[src/rtl/rand_theta_gen.sv]
// Pseudo-random angle source (0..359 deg) for the CORDIC modulator.
// Issues one angle per handshake, paces samples and flags lost responses.
module rand_theta_gen #(
    parameter logic [31:0] SEED     = 32'hACE1_2468,
    parameter int unsigned INTERVAL = 8,
    parameter int unsigned TIMEOUT  = 64
) (
    input  logic        clk,
    input  logic        rst_n,
    input  logic        en,
    input  logic        seed_load,
    input  logic [31:0] seed,
    input  logic        err_clr,
    input  logic        vld_i,
    output logic [31:0] theta,
    output logic        rand_shake,
    output logic [15:0] cnt,
    output logic        err
);

    localparam int unsigned TW = (TIMEOUT > 2) ? $clog2(TIMEOUT) : 1;
    localparam int unsigned GW = (INTERVAL > 2) ? $clog2(INTERVAL) : 1;
    localparam logic [8:0]  ANGLE_LIMIT = 9'd360;

    typedef enum logic [2:0] {
        S_IDLE,
        S_GEN,
        S_ISSUE,
        S_WAIT,
        S_GAP
    } state_t;

    state_t        state, state_d;
    logic [31:0]   lfsr, lfsr_d;
    logic [31:0]   theta_d;
    logic [1:0]    retry, retry_d;
    logic [15:0]   cnt_d;
    logic          err_d;
    logic [TW-1:0] tcnt, tcnt_d;
    logic [GW-1:0] gcnt, gcnt_d;
    logic [31:0]   lfsr_step;
    logic [8:0]    cand;
    logic          set_err;

    assign lfsr_step  = {lfsr[30:0], lfsr[31] ^ lfsr[21] ^ lfsr[1] ^ lfsr[0]};
    assign cand       = lfsr_step[8:0];
    assign rand_shake = (state == S_ISSUE);

    // State register and datapath registers
    always_ff @(posedge clk or negedge rst_n) begin
        if (!rst_n) begin
            state <= S_IDLE;
            lfsr  <= SEED;
            theta <= '0;
            retry <= '0;
            cnt   <= '0;
            err   <= 1'b0;
            tcnt  <= '0;
            gcnt  <= '0;
        end else begin
            state <= state_d;
            lfsr  <= lfsr_d;
            theta <= theta_d;
            retry <= retry_d;
            cnt   <= cnt_d;
            err   <= err_d;
            tcnt  <= tcnt_d;
            gcnt  <= gcnt_d;
        end
    end

    // Next-state and datapath update
    always_comb begin
        state_d = state;
        lfsr_d  = lfsr;
        theta_d = theta;
        retry_d = retry;
        cnt_d   = cnt;
        tcnt_d  = tcnt;
        gcnt_d  = gcnt;
        set_err = 1'b0;

        unique case (state)
            S_IDLE: begin
                if (seed_load) begin
                    lfsr_d = (seed == 32'd0) ? SEED : seed;
                end
                if (en) begin
                    state_d = S_GEN;
                end
            end
            S_GEN: begin
                lfsr_d = lfsr_step;
                if (cand < ANGLE_LIMIT) begin
                    theta_d = {7'b0, cand, 16'h0000};
                    retry_d = '0;
                    state_d = S_ISSUE;
                end else if (retry != 2'd3) begin
                    retry_d = retry + 2'd1;
                end else begin
                    // Fourth rejection folds the candidate into 0..151
                    theta_d = {7'b0, 9'(cand - ANGLE_LIMIT), 16'h0000};
                    retry_d = '0;
                    state_d = S_ISSUE;
                end
            end
            S_ISSUE: begin
                cnt_d   = cnt + 16'd1;
                tcnt_d  = '0;
                state_d = S_WAIT;
            end
            S_WAIT: begin
                if (vld_i) begin
                    gcnt_d  = GW'(INTERVAL - 1);
                    state_d = S_GAP;
                end else if (tcnt == TW'(TIMEOUT - 1)) begin
                    set_err = 1'b1;
                    gcnt_d  = GW'(INTERVAL - 1);
                    state_d = S_GAP;
                end else begin
                    tcnt_d = tcnt + TW'(1);
                end
            end
            S_GAP: begin
                if (gcnt == '0) begin
                    state_d = en ? S_GEN : S_IDLE;
                end else begin
                    gcnt_d = gcnt - GW'(1);
                end
            end
            default: state_d = S_IDLE;
        endcase

        if (set_err) begin
            err_d = 1'b1;
        end else if (err_clr) begin
            err_d = 1'b0;
        end else begin
            err_d = err;
        end
    end

endmodule
[config.mk]
export PLATFORM = sky130hd
export DESIGN_NAME = rand_theta_gen
export DESIGN_NICKNAME = d
export VERILOG_FILES = /design/src/rtl/rand_theta_gen.sv
export SDC_FILE = /design/constraint.sdc
export NUM_CORES = 1
export LEC_CHECK = 0
export ABC_CLOCK_PERIOD_IN_PS = 5700
export BUFFER_PORTS_ARGS = -buffer_cell sky130_fd_sc_hd__buf_2
export CAP_MARGIN = 25
export CORE_AREA = 2 2 108 84
export CTS_CLUSTER_DIAMETER = 30
export DETAILED_ROUTE_END_ITERATION = 10
export DIE_AREA = 0 0 110 86
export PLACE_DENSITY = 0.67
export SETUP_SLACK_MARGIN = 0.02
export SLEW_MARGIN = 30
export SYNTH_ARGS = -nofsm -noshare
export SYNTH_HDL_FRONTEND = slang
export SYNTH_SLANG_ARGS = --single-unit
export TNS_END_PERCENT = 20
[constraint.sdc]
create_clock -name clk -period 5.7 [get_ports clk]
set_clock_uncertainty 0.2 [all_clocks]
set_input_delay 0.855 -clock clk [delete_from_list [all_inputs] [get_ports clk]]
set_output_delay 0.855 -clock clk [all_outputs]
set_load 0.01 [all_outputs]
; Yosys cells after proc, flatten, opt, wreduce, memory -nomap -nowiden
; Cells that the tools add are included.
[totals]
reg_bits = 95
latch_bits = 0
ram_bits = 0
romBits = 0
in_bits = 38
out_inout_bits = 50
wordCells = 71
memories = 0
[op_classes]
n_addsub = 5
mul = 0
div = 0
n_lt_le_gt_ge = 1
eq_ne = 15
shifts = 0
mux = 27
bitwise = 3
reduce_logical = 12
[op_table]
columns = op, count
row1 = two-way mux 32 bit, 4
row2 = case mux 32 bit (2 select lines), 1
row3 = logical NOT 32 bit, 1
row4 = two-way mux 3 bit, 9
row5 = "adder 16 x 1 -> 16 bit, second input constant", 1
row6 = "!= test 2 bit, second input constant", 8
row7 = case mux 3 bit (5 select lines), 1
row8 = two-way mux 6 bit, 2
row9 = case mux 6 bit (2 select lines), 1
row10 = "< comparator 9 bit, second input constant", 1
row11 = "subtractor 9 bit, second input constant", 1
row12 = nonzero test 2 bit, 4
row13 = "adder 6 x 1 -> 6 bit, second input constant", 1
row14 = "== test 3 x 2 -> 1 bit, second input constant", 2
row15 = "== test 6 bit, second input constant", 1
row16 = logical NOT 3 bit, 2
row17 = two-way mux 1 bit, 6
row18 = "!= test 3 bit, second input constant", 2
row19 = case mux 3 bit (2 select lines), 1
row20 = AND reduction 3 bit, 2
row21 = two-way mux 2 bit, 2
row22 = AND reduction 2 bit, 2
row23 = AND reduction 4 bit, 1
row24 = "== test 3 x 1 -> 1 bit, second input constant", 1
row25 = other kinds (4), 6

; Logic depth before layout (Yosys ltp)
; Gate-level depths: netlist of the first run.
[logic_depth]
depth_word = 6
ltp_mapped = 7
mapped_depth_nobuf = 6

; Worst setup path before layout of the first run
; OpenSTA, ideal clock, no wires.
[synth_path]
path_kind = flip-flop to output port
start = register state[2]
end = output port rand_shake
t_arrival_ns = 1.145
required_ns = 4.645
setup_slack_ns = 3.500
stages_incl_launch_ff = 4
path_buffers = 2
cell_sequence = dfrtp_1 -> buf_2 -> nor3b_1 -> clkbuf_1
[synth_via]
elab_chain_cells = 1
[synth_lines]
columns = element, line
row1 = "start, declared", 33  ; state_t state, state_d;
row2 = "start signal, assigned", 61  ; state <= state_d;
row3 = == test 3 x 2 -> 1 bit, 47  ; assign rand_shake = (state == S_ISSUE);
row4 = "end, declared", 16  ; output logic rand_shake,
; Every way passes these cells.

; Final worst setup path of the first run
[layout_path]
start = register state[0]
end = register theta[23]
[layout_via]
elab_chain_cells = 2
[layout_lines]
columns = element, line
row1 = == test 3 x 1 -> 1 bit, 83  ; unique case (state)
row2 = AND reduction 2 bit (no line), --
row3 = "end signal, assigned", 63  ; theta <= theta_d;
row4 = "end, declared", 15  ; output logic [31:0] theta,
; Every way passes these cells.
; A chain may end at the register's enable or synchronous reset.

==> impl_metrics.csv, run 1 <==
group,metric,value,unit
logic_synthesis,yosysUniqueCellTypes,52,
final_layout,multi_input_area,0.00167,sq mm
sta,grt_setup_unrepaired,"no",
setup_path,crit_chain,"nor3b_4 -> buf_4 -> o2111ai_2 -> and2_1 -> mux2_1",
logic_synthesis,synthAdderAreaFrac,2.02,%
grt,antenna_found_initial,0,
logic_synthesis,async_reset_ff_share,100,%
status,run_status,"complete, no violations",
logic_synthesis,muxShareOfSynthArea,3.00,%
pwr,swShare,39.2,%
placed_design,finalWeightedCongestion,0.795,
grt,gr-usage-all-layers,18.3,%
drt,via_count,2896,
pwr,totalPowerFinal,2180,uW
drt,drc,0,
logic_synthesis,syn-instance-count,383,
final_layout,finish.instance_area,0.00423,sq mm
setup_path,reg2reg_setup_slack,2.73,ns
clock_network,hold_buffers,0,
final_layout,n_fill_cell,779,
final_layout,num-nets-final,484,
logic_synthesis,complex_gate_fraction_of_the_synthesized_area,13.7,%
setup_path,req_time_crit_path,5.71,ns
logic_synthesis,synth_edf_count,0,
setup_path,critical_path_peak_fanout,20,
floorplanning,fp.dieW,110,microns
pwr,seq_power_share,42.8,%
setup_path,worst_r2r_startpoint,"state[0]",
setup_path,critPathCaptureType,"flip-flop",
floorplanning,die_height,86,microns
clock_network,path_clk_slew,0.08,ns
sta,timing_hold_violations_final,0,
floorplanning,design.core.area,0.00831,sq mm
pwr,power.switching,856,uW
setup_path,cp_launch_point,"state[0]",
setup_path,kind_of_critical_path,"reg -> reg",
sta,timing.max_slew.rel_slack,47.1,%
setup_path,arrival,2.98,ns
placed_design,dpl.cell_count,537,
clock_network,ctsHtreeMaxLevel,3,
final_layout,final_cells,553,
sta,finalSetupTns,0,ns
pwr,power.clock.fraction,18.3,%
placed_design,port_buffers,64,
sta,fmaxAchievable,336,MHz
logic_synthesis,post_synth_instance_area,0.00371,sq mm
clock_network,cts_root_buf,"clkbuf_8",
sta,final_min_period_over_clock_period,52.2,%
clock_network,cts-buffers-inserted,9,
drt,dr.first_iter.drc_count,128,
floorplanning,placement_rows,29,
logic_synthesis,synth_simple_gate_area_share,19.3,%
logic_synthesis,synth-seq-cells,72,
drt,routed_wirelength,7930,microns
grt,grt_overflow,0,
clock_network,clk_latency,0.34,ns
final_layout,areaGrowthSynthToFinish,13.8,%
logic_synthesis,yosysSeqAreaShare,48.9,%
setup_path,highest_delay_cell_along_the_critical_path,"dfrtp_1",
sta,worst-slew-pin-transition,0.793,ns
pwr,power_density,517,mW/mm^2
run,number_of_maximum_capacitance_constraint_violations,0,
worst_hold_path,min_path_type,"in -> async",
logic_synthesis,synth_top_family_by_area,"simple AND/OR/NAND/NOR gates",
grt,grt_first_pass_wirelength,13600,microns
drt,wl_per_cell,14.3,microns
final_layout,sequential_cell_area,0.00182,sq mm
pwr,power.share.combinational,38.9,%
logic_synthesis,syn_avg_cell_area,9.70,sq um
grt,first_global_vias,2794,
clock_network,numClockSinks,72,
clock_network,cts_tree,"done",
logic_synthesis,post_synth_xor_area_fraction,4.48,%
logic_synthesis,synth_ff_type,"dfrtp_1",
drt,ant_nets,0,
sta,worst_hold_slack,0.147,ns
final_layout,num_antenna_cells,0,
grt,largest_net_degree_at_the_start_of_global_routing,65,
pwr,power_leakage,0.00203,uW
floorplanning,pin_count,88,
pwr,internal_power,1330,uW
setup_path,type_of_origin_of_the_critical_path,"flip-flop",
sta,setup_violation_total_in_the_final_timing_report,0,
placed_design,post-dp-hpwl,5590,microns
sta,final_period_minus_worst_setup_slack,2.97,ns
clock_network,clock_path_buffers,2,
placed_design,dpl_cell_area,0.00403,sq mm
final_layout,final_layout_size_suffix_gt1_share,24.3,%
drt,first_pass_detailed_route_iteration_total,5,
floorplanning,initial_core_util,44.7,%
logic_synthesis,yosys_synthesis_warning_count,0,
drt,avgViaCountPerCell,5.24,
sta,drv_slew,0,
pwr,vdd_ir_drop_max,234,uV
setup_path,cpPeakStageDelay,0.67,ns
floorplanning,die-area,0.00946,sq mm
clock_network,post_cts_resize_count,0,
clock_network,cts_setup_buffers,0,
worst max-delay path, delay by kind of cell, from the launching register on:
kind / cells / cell delay, ns
buffers and inverters: 1 / 0.36
multiplexers: 1 / 0.37
AO/OA/AOI/OAI: 1 / 0.21
AND/OR/NAND/NOR: 2 / 1.03
flip-flops: 1 / 0.67
stage by stage:
step	worst slack, ns	utilization [%]
after floorplan	3.50	-
after global placement	2.86	48.5
after detailed placement	2.76	48.5
after CTS	2.75	50.9
after global routing	2.52	50.9
final	2.73	50.9
cell type report:
class	count	share of cell area [%]
multi-input combinational	275	39.6
inverter	14	1.24
clock inverter	5	1.33
sequential	72	43.0
clock buffer	11	3.34
timing repair buffer	68	8.29
tap	108	3.20
power by group through the flow:
stage	Combinational [uW]	Clock, uW	Sequential (uW)
2_1_floorplan	678	0	883
3_3_place_gp	829	0	937
3_5_place_dp	853	0	940
4_1_cts	854	413	934
5_1_grt	963	437	969
6_report	849	400	935
sequential cells by signal, summed over array words and instances, names as in the netlist:
| register | count |
|---|---|
| cnt | 16 |
| err | 1 |
| gcnt | 3 |
| lfsr | 32 |
| retry | 2 |
| state | 3 |
| tcnt | 6 |
| theta | 9 |
kinds of logic (layout without fill, tap and decap cells):
kind of cell | count (synthesis) | in the layout
simple gates | 149 | 149
flops | 72 | 72
compound gates | 68 | 68
buf+inv | 58 | 98
xor+xnor | 19 | 19
mux | 10 | 10
fa+ha+maj | 6 | 6
other cells | 1 | 23
layout by cell type, fill, tap and decap left out, types with 2 or more instances in the layout:
master	n
nand2_1	71
buf_2	64
dfrtp_1	59
nor2_1	25
conb_1	23
a22oi_1	16
inv_1	14
dfstp_2	13
a32oi_1	12
xnor2_1	12
nand4_1	10
clkbuf_8	10
nor4_1	8
a21oi_1	8
nand3_1	8
o21ai_0	7
xor2_1	7
mux2_1	6
ha_1	6
nand2b_1	4
buf_4	4
a31oi_1	3
mux2_2	3
a22o_1	3
nor3_1	3
and4_1	3
or3b_2	2
a221o_1	2
o211ai_1	2
nor2b_1	2
o32ai_1	2
o21a_1	2
a2bb2oi_1	2
a21o_1	2
and3_1	2
clkinv_2	2
cells in the mapped netlist (3+ instances only):
cell type | n | area (sq um)
nand3_1 | 8 | 40.0
a22oi_1 | 16 | 120
mux2_1 | 6 | 67.6
nand4_1 | 10 | 62.6
nand2b_1 | 4 | 25.0
dfstp_2 | 13 | 342
inv_1 | 14 | 52.6
mux2_2 | 3 | 33.8
nor3_1 | 3 | 15.0
dfrtp_1 | 59 | 1480
xor2_1 | 7 | 61.3
a22o_1 | 3 | 26.3
nor4_1 | 8 | 50.1
buf_4 | 23 | 173
and4_1 | 3 | 26.3
ha_1 | 6 | 75.1
buf_2 | 8 | 40.0
nor2_1 | 26 | 97.6
nand2_1 | 71 | 267
xnor2_1 | 12 | 105
o21ai_0 | 7 | 35.0
a31oi_1 | 3 | 18.8
a32oi_1 | 12 | 105
clkbuf_1 | 13 | 48.8
a21oi_1 | 8 | 40.0
path summary, 6_finish.rpt:
kind,cells after the start,endpoint
worst max-delay path,5,theta[23]
worst max register to register,5,theta[23]
min in group clk,1,cnt[15]
worst min-delay path,1,theta[24]
worst min register to register,1,cnt[15]
max in group asynchronous,2,tcnt[3]
routing by layer:
| metal | GRT usage [%] | part of all wire, % |
|---|---|---|
| met4 | 5.64 | 0 |
| met3 | 4.71 | 5.0 |
| met1 | 26.3 | 49 |
| met5 | 0 | 0 |
| met2 | 27.2 | 46 |
(Power assumes the default switching activity.)
==> run 2, diff against run 1 <==
Settings changed: ABC_CLOCK_PERIOD_IN_PS 5700 to 2900.
Clock period 5.7 ns to 2.9 ns, I/O delays scaled along.
==> impl_metrics.csv, run 2 (synthesis results as in run 1) <==
group,metric,value,unit
grt,gr-usage-all-layers,18.1,%
final_layout,final_layout_size_suffix_gt1_share,24.5,%
floorplanning,placement_rows,29,
worst_hold_path,timing.hold.worst.start,"err_clr",
sta,final_min_period_over_clock_period,83.8,%
sta,drv_slew,0,
run,number_of_maximum_capacitance_constraint_violations,0,
status,run_status,"complete, no violations",
floorplanning,initial_core_util,44.7,%
final_layout,fin_util,51.4,%
clock_network,path_clk_slew,0.08,ns
setup_path,type_of_origin_of_the_critical_path,"flip-flop",
drt,drc,0,
grt,grt_first_pass_wirelength,13200,microns
sta,finalSetupTns,0,ns
drt,avgViaCountPerCell,5.31,
floorplanning,die_height,86,microns
floorplanning,fp.dieW,110,microns
setup_path,timing.critical_path.max_delay_family,"flip-flops",
floorplanning,die-area,0.00946,sq mm
sta,setup_violation_total_in_the_final_timing_report,0,
clock_network,numClockSinks,72,
final_layout,final_cell_mix,"nand2_1 (71), buf_2 (64), dfrtp_1 (59)",
sta,timing_hold_violations_final,0,
setup_path,r2r_end,"theta[20]",
grt,antenna_found_initial,0,
sta,worst_hold_slack,0.0571,ns
grt,largest_net_degree_at_the_start_of_global_routing,48,
drt,first_pass_detailed_route_iteration_total,5,
drt,via_count,2960,
clock_network,cts-buffers-inserted,9,
final_layout,leading_cell_type_in_the_layout_fill_and_taps_excluded,"nand2_1",
final_layout,largest_register,"lfsr",
final_layout,reg_top3,"lfsr: 32 flops, cnt: 16 flops, theta: 9 flops",
setup_path,ff2ff_path_depth,6,
setup_path,highest_delay_cell_along_the_critical_path,"dfrtp_1",
final_layout,sequential_cell_area,0.00182,sq mm
sta,fmaxAchievable,411,MHz
worst_hold_path,min_delay_worst_endpoint,"err",
final_layout,areaGrowthSynthToFinish,15.0,%
sta,final_period_minus_worst_setup_slack,2.43,ns
setup_path,critPathCaptureType,"output port",
clock_network,clk_latency,0.35,ns
clock_network,cts_tree,"done",
pwr,power_leakage,0.00205,uW
final_layout,largest_reg_flops,32,
placed_design,finalWeightedCongestion,0.820,
worst_hold_path,hold_depth,2,
setup_path,worst_r2r_startpoint,"lfsr[2]",
worst_hold_path,min_path_type,"in -> reg",
clock_network,ctsHtreeMaxLevel,3,
setup_path,kind_of_critical_path,"reg -> out",
setup_path,critical_path.n_buffers_inverters,2,
setup_path,crit_chain,"nor3b_1 -> buf_4 -> buf_2",
setup_path,arrival,1.80,ns
setup_path,reg2reg_setup_slack,0.53,ns
setup_path,req_time_crit_path,2.27,ns
drt,routed_wirelength,8090,microns
floorplanning,design.core.area,0.00831,sq mm
clock_network,post_cts_resize_count,0,
final_layout,num-nets-final,488,
grt,grt_overflow,0,
drt,ant_nets,0,
setup_path,cpPeakStageDelay,0.54,ns
drt,dr.first_iter.drc_count,177,
sta,worst-slew-pin-transition,0.666,ns
floorplanning,pin_count,88,
clock_network,cts_root_buf,"clkbuf_8",
clock_network,clock_path_buffers,2,
final_layout,multi_input_area,0.00167,sq mm
placed_design,port_buffers,64,
final_layout,n_fill_cell,766,
pwr,vdd_ir_drop_max,387,uV
sta,grt_setup_unrepaired,"no",
final_layout,num_antenna_cells,0,
sta,timing.max_slew.rel_slack,55.0,%
drt,wl_per_cell,14.5,microns
grt,first_global_vias,2670,
pwr,totalPowerFinal,4340,uW
pwr,power_density,1020,mW/mm^2
setup_path,critical_path_peak_fanout,10,
placed_design,post-dp-hpwl,5620,microns
[run 2: worst register-to-register path: stages, from the launching register on]
cell	delay, ns
dfrtp_1	0.41
inv_1	0.14
ha_1	0.20
and3b_1	0.20
o2111ai_2	0.27
and2_1	0.47
mux2_1	0.37
[run 2: area by class of cell]
class,count,area share (%)
timing repair buffer,72,9.26
inverter,14,1.23
clock buffer,11,3.31
clock inverter,5,1.32
multi-input combinational,275,39.1
sequential,72,42.6
tap,108,3.16
[run 2: repair_timing]
| action | CTS | global route |
|---|---|---|
| setup buffers | 0 | 0 |
| hold buffers | 1 | 0 |
| endpoints found under the hold margin | 22 | 0 |
[run 2: metrics by stage]
stage                     cells  worst slack (ns)  cell area (sq um)
after floorplan             405             0.776               3800
after global placement      540             0.678               4060
after detailed placement    540             0.567               4060
after CTS                   557             0.474               4270
after global routing        557             0.380               4270
final                       557             0.469               4270
[run 2: per-layer routing]
metal | GRT usage, % | part of all wire, % | routed length (microns) | up-vias
li1 | - | - | - | 1422
met1 | 26.1 | 47 | 3810 | 1392
met2 | 25.6 | 44 | 3520 | 129
met3 | 4.86 | 7.6 | 616 | 17
met4 | 7.25 | 1.8 | 145 | 0
met5 | 0 | 0 | 0 | -
[run 2: where the power goes]
group | switching (uW) | internal [uW]
combinational | 993 | 750
sequential | 328 | 1470
clock | 381 | 421
[run 2: worst max-delay path by stage]
| stage | startpoint | end | cells past startpoint |
|---|---|---|---|
| 4_1_cts | state[1] | rand_shake | 3 |
| 6_report | state[1] | rand_shake | 3 |
| 5_1_grt | state[1] | rand_shake | 3 |
| 3_3_place_gp | lfsr[2] | theta[23] | 6 |
| 3_5_place_dp | lfsr[2] | theta[20] | 6 |
| 2_1_floorplan | lfsr[3] | theta[16] | 7 |
==> run 3, diff against run 2 <==
Settings changed: ABC_AREA set to 1, ABC_CLOCK_PERIOD_IN_PS 2900 to 2350, CORE_AREA 2 2 108 84 to 2 2 113 88, DIE_AREA 0 0 110 86 to 0 0 115 90, PLACE_DENSITY 0.67 to 0.66.
Clock period 2.9 ns to 2.35 ns, I/O delays scaled along.
==> impl_metrics.csv, run 3 <==
group,metric,value,unit
status,run_status,"complete, no violations",
setup_path,critPathCaptureType,"flip-flop",
pwr,vdd_ir_drop_max,445,uV
final_layout,areaGrowthSynthToFinish,17.5,%
sta,setup_violation_total_in_the_final_timing_report,0,
placed_design,port_buffers,64,
final_layout,leading_cell_type_in_the_layout_fill_and_taps_excluded,"nand2_1",
logic_synthesis,top_cell_type_s_share_of_synthesized_area,36.4,%
clock_network,numClockSinks,72,
sta,timing_hold_violations_final,0,
final_layout,final_cell_mix,"nand2_1 (171), inv_1 (75), buf_2 (64)",
logic_synthesis,synth_ff_type,"dfrtp_1",
clock_network,cts_tree,"done",
sta,grt_setup_unrepaired,"no",
clock_network,clock_path_buffers,2,
final_layout,num-nets-final,644,
logic_synthesis,yosys_synthesis_warning_count,0,
grt,first_global_vias,3308,
setup_path,cpPeakStageDelay,0.55,ns
drt,first_pass_detailed_route_iteration_total,4,
final_layout,largest_reg_flops,32,
run,number_of_maximum_capacitance_constraint_violations,0,
placed_design,post-dp-hpwl,6230,microns
clock_network,cts-buffers-inserted,9,
sta,fmaxAchievable,481,MHz
clock_network,cts_setup_buffers,0,
drt,dr.first_iter.drc_count,303,
clock_network,path_clk_slew,0.06,ns
clock_network,ctsHtreeMaxLevel,3,
setup_path,path_common_cell,"nand2_1",
sta,drv_slew,0,
drt,routed_wirelength,8740,microns
setup_path,crit_chain,"inv_1 -> ha_1 -> inv_1 -> nand3_1 -> nand2_1 -> nand2_2 -> inv_2 -> nand2_1 -> nand2_2 -> inv_1 -> nand2_1 -> nand2_1",
floorplanning,die-area,0.0104,sq mm
logic_synthesis,synth_edf_count,0,
sta,final_min_period_over_clock_period,88.4,%
logic_synthesis,yosysUniqueCellTypes,33,
logic_synthesis,synth.top_cells.by_count,"nand2_1 (171), inv_1 (75), dfrtp_1 (59), nor2_1 (41), o21ai_0 (39)",
setup_path,arrival,2.10,ns
floorplanning,design.core.area,0.00931,sq mm
setup_path,type_of_origin_of_the_critical_path,"flip-flop",
pwr,power_density,1250,mW/mm^2
pwr,swShare,38.4,%
final_layout,n_fill_cell,878,
logic_synthesis,syn-instance-count,532,
logic_synthesis,top_cells_by_area_synth,"dfrtp_1 (36%), nand2_1 (16%), dfstp_2 (8.4%)",
sta,setup_ws,0.273,ns
final_layout,final_layout_size_suffix_gt1_share,19.2,%
pwr,power.switching,2290,uW
logic_synthesis,synth-seq-cells,72,
grt,grt_first_pass_wirelength,15400,microns
clock_network,clk_latency,0.33,ns
drt,via_count,3407,
sta,worst_hold_slack,0.00809,ns
setup_path,req_time_crit_path,2.38,ns
floorplanning,placement_rows,31,
placed_design,finalWeightedCongestion,0.819,
worst_hold_path,min_path_type,"in -> reg",
sta,finalSetupTns,0,ns
pwr,seq_power_share,35.3,%
drt,wl_per_cell,12.1,microns
sta,final_period_minus_worst_setup_slack,2.08,ns
clock_network,cts_root_buf,"clkbuf_16",
pwr,power.share.combinational,37.8,%
pwr,power.clock.fraction,26.9,%
setup_path,critical_path_peak_fanout,14,
floorplanning,fp.dieW,115,microns
grt,antenna_found_initial,0,
floorplanning,pin_count,88,
drt,drc,0,
grt,gr-usage-all-layers,18.3,%
logic_synthesis,async_reset_ff_share,100,%
drt,ant_nets,0,
final_layout,num_antenna_cells,0,
logic_synthesis,syn_avg_cell_area,7.62,sq um
floorplanning,initial_core_util,43.6,%
logic_synthesis,yosysMostFrequentCell,"nand2_1",
logic_synthesis,post_synth_instance_area,0.00406,sq mm
drt,avgViaCountPerCell,4.73,
setup_path,kind_of_critical_path,"reg -> reg",
final_layout,reg_top3,"lfsr: 32 flops, cnt: 16 flops, theta: 9 flops",
grt,grt_overflow,0,
pwr,internal_power,3670,uW
pwr,totalPowerFinal,5960,uW
placed_design,place_ws,0.289,ns
grt,largest_net_degree_at_the_start_of_global_routing,73,
floorplanning,die_height,90,microns
pwr,power_leakage,0.00252,uW
setup_path,highest_delay_cell_along_the_critical_path,"dfstp_2",
logic_synthesis,yosysSeqAreaShare,44.8,%
logic_synthesis,area_leader_netlist,"dfrtp_1",
final_layout,largest_register,"lfsr",
run 3: changes by cell type after synthesis, sizes merged, moves of 8 or more:
cell | previous run | this run
nand2 | 71 | 176
inv | 14 | 80
o21ai | 7 | 40
nand3 | 8 | 30
nor2 | 26 | 43
a22oi | 16 | 0
a32oi | 12 | 0
clkbuf | 13 | 2
mux2 | 9 | 0
nor4 | 8 | 0
run 3: logic make-up after synthesis:
kind of cell    synth area share (%)
compound gates                  8.67
xor+xnor                        3.46
fa+ha+maj                       1.85
flops                           44.8
buf+inv                         13.5
other cells                   0.0925
simple gates                    27.6
run 3: metrics by stage:
stage,util [%],cell area (sq um),std cells
6_report,51.2,4760,720
4_1_cts,51.2,4760,720
5_1_grt,51.2,4760,720
2_1_floorplan,-,4140,554
3_5_place_dp,47.3,4400,703
3_3_place_gp,47.3,4400,703
run 3: area by class of cell:
cell class | count | area [sq um] | area share [%]
inverter | 80 | 303 | 6.36
clock buffer | 11 | 253 | 5.30
sequential | 72 | 1820 | 38.2
clock inverter | 5 | 103 | 2.15
tap | 115 | 144 | 3.02
multi-input combinational | 368 | 1770 | 37.2
timing repair buffer | 69 | 373 | 7.83
run 3: metal layers:
metal	part of all wire [%]	vias to the layer above	global-route usage [%]	routed length (microns)
met4	0.85	0	5.92	74
met3	3.7	9	3.78	324
li1	-	1745	-	-
met1	49	1587	25.3	4310
met5	0	-	0	0
met2	46	66	28.7	4040
run 3: timing repair:
| item | 4_1_cts | 5_1_grt |
|---|---|---|
| gates resized for setup | 0 | 0 |
| hold endpoints to repair | 59 | 0 |
| endpoints found under the setup margin | 0 | 0 |
| hold buffers | 1 | 0 |
run 3: final timing paths:
check,startpoint,end,slack [ns],depth (start not counted)
min in group asynchronous,rst_n,lfsr[25],0.38,3
hold reg to reg,lfsr[13],lfsr[13],0.27,2
max in group asynchronous,rst_n,lfsr[16],1.22,3
hold / removal,err_clr,err,0.008,2
setup reg to reg,lfsr[3],theta[22],0.27,12
setup / recovery,lfsr[3],theta[22],0.27,12
run 3: critical path: cells and delay by family (launching register included):
family,cells,cell delay [ns]
AND/OR/NAND/NOR,7,0.65
flip-flops,1,0.55
buffers and inverters,4,0.35
adder cells (fa/ha/maj),1,0.21
run 3: power by group through the flow:
stage	Combinational [uW]	Clock, uW	Sequential (uW)
after floorplan	1740	0	2090
after global placement	2210	0	2100
after detailed placement	2260	0	2120
after CTS	2280	1630	2100
after global routing	2600	1690	2160
final	2250	1610	2100
